[config.mk]
export PLATFORM = sky130hd
export DESIGN_NAME = mext_mul_ctrl
export DESIGN_NICKNAME = d
export VERILOG_FILES = /design/src/rtl/mext_mul_ctrl.sv
export SDC_FILE = /design/constraint.sdc
export NUM_CORES = 1
export LEC_CHECK = 0
export ABC_AREA = 1
export CAP_MARGIN = 20
export CORE_MARGIN = 5
export CORE_UTILIZATION = 35
export DETAILED_ROUTE_END_ITERATION = 6
export PLACE_DENSITY = 0.87
export SYNTH_ARGS = -nofsm -noshare
export SYNTH_HDL_FRONTEND = slang
export SYNTH_SLANG_ARGS = --single-unit
[constraint.sdc]
create_clock -name clk -period 2.1 [get_ports clk]
set_input_delay 0.42 -clock clk [delete_from_list [all_inputs] [get_ports clk]]
set_output_delay 0.42 -clock clk [all_outputs]
set_load 0.1 [all_outputs]
[src/rtl/mext_mul_ctrl.sv]
// Execute-stage sequencer for RV32M MUL/MULH/MULHSU/MULHU around an iterative multiplier.
// Stalls E, pulses start, waits for ready (with watchdog) and issues a one-cycle writeback.
module mext_mul_ctrl #(
  parameter int TIMEOUT_CYCLES = 40
) (
  input  logic        clk,
  input  logic        rst,
  input  logic        mul_validE,
  input  logic [2:0]  funct3E,
  input  logic [31:0] rs1E,
  input  logic [31:0] rs2E,
  input  logic [4:0]  rdE,
  input  logic        flushE,
  output logic        stall_mul,
  output logic        mul_start,
  output logic [1:0]  mul_opcode,
  output logic [31:0] mul_op1,
  output logic [31:0] mul_op2,
  input  logic        mul_ready,
  input  logic [63:0] mul_product,
  output logic        wb_valid,
  output logic [4:0]  wb_rd,
  output logic [31:0] wb_data,
  output logic        mul_err,
  output logic        busy
);

  localparam int CW = (TIMEOUT_CYCLES > 1) ? $clog2(TIMEOUT_CYCLES) : 1;

  typedef enum logic [1:0] {S_IDLE, S_LAUNCH, S_WAIT, S_DONE} state_t;

  state_t      r_state;
  logic [CW-1:0] r_cnt;
  logic [4:0]  r_rd;
  logic [1:0]  r_op;
  logic [31:0] r_op1;
  logic [31:0] r_op2;
  logic        r_start;
  logic        r_wb_valid;
  logic [4:0]  r_wb_rd;
  logic [31:0] r_wb_data;
  logic        r_err;

  logic        w_accept;
  logic        w_timeout;
  logic [31:0] w_result;

  // funct3E[2] set means div/rem, which belongs to a different unit.
  assign w_accept  = (r_state == S_IDLE) & mul_validE & ~funct3E[2] & ~flushE;
  assign w_timeout = (r_cnt == CW'(TIMEOUT_CYCLES - 1));
  assign w_result  = (r_op == 2'b00) ? mul_product[31:0] : mul_product[63:32];

  always_ff @(posedge clk) begin
    if (rst) begin
      r_state    <= S_IDLE;
      r_cnt      <= '0;
      r_rd       <= '0;
      r_op       <= '0;
      r_op1      <= '0;
      r_op2      <= '0;
      r_start    <= 1'b0;
      r_wb_valid <= 1'b0;
      r_wb_rd    <= '0;
      r_wb_data  <= '0;
      r_err      <= 1'b0;
    end else begin
      r_start    <= 1'b0;
      r_wb_valid <= 1'b0;
      r_wb_rd    <= '0;
      r_wb_data  <= '0;
      r_err      <= 1'b0;
      case (r_state)
        S_IDLE: begin
          if (w_accept) begin
            r_op1   <= rs1E;
            r_op2   <= rs2E;
            r_op    <= funct3E[1:0];
            r_rd    <= rdE;
            r_start <= 1'b1;
            r_state <= S_LAUNCH;
          end
        end
        S_LAUNCH: begin
          r_cnt   <= '0;
          r_state <= flushE ? S_IDLE : S_WAIT;
        end
        S_WAIT: begin
          r_cnt <= r_cnt + CW'(1);
          if (flushE) begin
            r_state <= S_IDLE;
          end else if (mul_ready) begin
            // ready beats a coincident timeout
            r_wb_valid <= 1'b1;
            r_wb_rd    <= r_rd;
            r_wb_data  <= w_result;
            r_state    <= S_DONE;
          end else if (w_timeout) begin
            r_wb_valid <= 1'b1;
            r_wb_rd    <= r_rd;
            r_err      <= 1'b1;
            r_state    <= S_DONE;
          end
        end
        S_DONE: r_state <= S_IDLE;
        default: r_state <= S_IDLE;
      endcase
    end
  end

  assign stall_mul  = w_accept | (r_state == S_LAUNCH) | (r_state == S_WAIT);
  assign busy       = (r_state != S_IDLE);
  assign mul_start  = r_start;
  assign mul_opcode = r_op;
  assign mul_op1    = r_op1;
  assign mul_op2    = r_op2;
  assign wb_valid   = r_wb_valid;
  assign wb_rd      = r_wb_rd;
  assign wb_data    = r_wb_data;
  assign mul_err    = r_err;

endmodule

==> metrics <==
cts bufs inserted 17; DRT Pass-1 Iters 4; Die Y-Extent about 120 µm; cell area after synthesis between 4000 and 5000 µm²; Leakage Power around 3.1 nW; f_max a little over 500 MHz; drt drc 0; H-tree depth 4; GP Congestion around 0.78; Layout area overhead 69.3%; Worst IR Drop VDD 0.00117 V; gr busiest metal met2; post-CTS setup repair buffer count 0; CP Max Fanout 3; worst slack, placed between 100 and 150 ps; Max-Cap Viols 0; vias per inst between 4 and 5; Initial Utilization 0.353; post-synthesis register bit count ~120; final slew viol count 0; Total GRT Usage 0.186; final hold vios 0; met3 Usage GRT 0.0881; IO Port Bufs approximately 250; Max-slew headroom 0.580; Hold Buf Count CTS 0; vias after detailed routing ~4300; Ys Warns 0; share of post-route cells with drive strength above 1 0.187; TritonCTS Sinks ~120; Core Box Area about 12000 µm²; Avg Cell Area, Syn 7.89 µm²; synthesized net count ~680; post-synthesis sequential area ratio 0.566; crit path kind reg2out; post-route clock period utilization 0.940; largest net degree at the start of global routing 52; Avg WL per Cell ~15 µm; Reg clk slew, reported paths 50 ps; worst-margin pin slew between 600 and 700 ps; 1st-iter DRT viols between 200 and 300; row count 40; post-cts resize count 0; area leader, netlist dfxtp_1; nets@finish just over 900; critical path data arrival time 1550 ps; first-pass GRT wire length roughly 21000 µm; Post-DRT Antenna Nets 0; Setup Skew between 7 and 8 ps; TNS Setup 0 ps; TritonCTS clock tree done; outcome completed; Final HPWL DP between 10000 and 15000 µm; power density cells approximately 1200 nW/µm²; antenna violations before repair 0; post-synth top area share 0.566; global route total overflow 0; num ports roughly 250; die area ~14000 µm²; Netlist cell types 21; Syn Inst Count about 530; Worst Hold Class reg2reg; setup ws final between 100 and 150 ps; met2 usage 0.309; DRT Wirelength ~14000 µm; Bufs on Longest Clock Path 2; clock period minus worst slack 1970 ps; required time worst endpoint between 1500 and 2000 ps; Die Wd between 100 and 150 µm; Setup crit end kind output pin; main area contributors after synthesis dfxtp_1, nor2_1, o21ai_0; Startpoint Class flop; clock root buffer master clkbuf_16; Final Setup Violations 0; # diodes 0; global-route track usage on met1 0.196; number of global-route vias before repair between 4000 and 5000; Worst-Skew Late Latency just over 400 ps; RSZ-0062 raised after global routing no
## final cells by class
| type | count | area (µm²) |
|---|---|---|
| timing repair buffer | 257 | 2370 |
| tap | 147 | 184 |
| clock inverter | 3 | 17.5 |
| fill | 1042 | 4790 |
| inverter | 19 | 71.3 |
| clock buffer | 26 | 509 |
| sequential | 119 | 2380 |
| multi-input combinational | 363 | 1590 |
## per-stage QoR
stage	power [W]	cell area, µm²	cells	hold slack [ps]	utilization
global placement	0.00568	6590	905	423	0.553
global route	0.00858	7120	934	460	0.598
floorplan	0.00483	4210	533	416	-
detailed placement	0.00571	6590	905	432	0.553
finish	0.00822	7120	934	436	0.598
CTS	0.00829	7120	934	438	0.598
## power breakdown
group	internal (W)	total, W	switching [W]
clock	0.00164	0.00256	0.000920
sequential	0.00248	0.00259	0.000111
combinational	0.000882	0.00307	0.00219
## flip-flops by register name, indices dropped and copies added (netlist names)
signal      flops
mul_op2        32
mul_opcode      2
mul_err         1
r_rd            5
wb_rd           5
wb_data        32
r_state         2
r_cnt           6
wb_valid        1
mul_start       1
mul_op1        32
## final timing paths
kind	from	to	slack [ps]	cells past startpoint
min reg2reg	r_rd[0]	wb_rd[0]	440	2
max reg2reg	r_state[0]	r_cnt[3]	420	5
min	r_rd[0]	wb_rd[0]	440	2
max	r_state[0]	stall_mul	130	5
## Yosys cell counts
cell type    n
clkbuf_1    19
xnor2_1      1
inv_1       18
xor2_1       1
buf_6        5
nand2_1     79
nor3_1       2
nor4_1       1
nand3_1      5
a21oi_1     41
nand3_2      1
nor2_1     153
nand4_1      1
nor3b_1      1
o21ai_1      3
inv_2        1
o21ai_0     69
buf_2        7
ha_1         5
buf_4        1
dfxtp_1    119
## cell usage in the layout (no fill, tap or decap), types with 2 or more instances in the layout
cell type / count
nor2_1: 152
clkdlybuf4s50_1: 140
dfxtp_1: 119
buf_4: 110
nand2_1: 78
o21ai_0: 69
a21oi_1: 41
inv_1: 17
clkbuf_16: 17
buf_12: 7
nand3_1: 5
ha_1: 5
clkbuf_8: 5
clkbuf_1: 4
o21ai_1: 3
inv_2: 2
nor3_1: 2
clkinv_2: 2
## worst max-delay path, stage by stage (launching register included)
cell	delay, ps
dfxtp_1	360
inv_1	90
ha_1	240
nor2_1	190
nand2_2	100
buf_12	170
## metal layers
metal	routed length, µm	part of all wire
met1	5270	0.39
met2	6430	0.47
met3	1440	0.11
met4	457	0.034
met5	0	0
## kinds of logic after synthesis
kind of cell / share of synthesized area
flops: 0.566
xor+xnor: 0.00417
compound gates: 0.134
fa+ha+maj: 0.0149
buf+inv: 0.0574
simple gates: 0.223
Note: power is estimated with default switching activity, not from simulation.
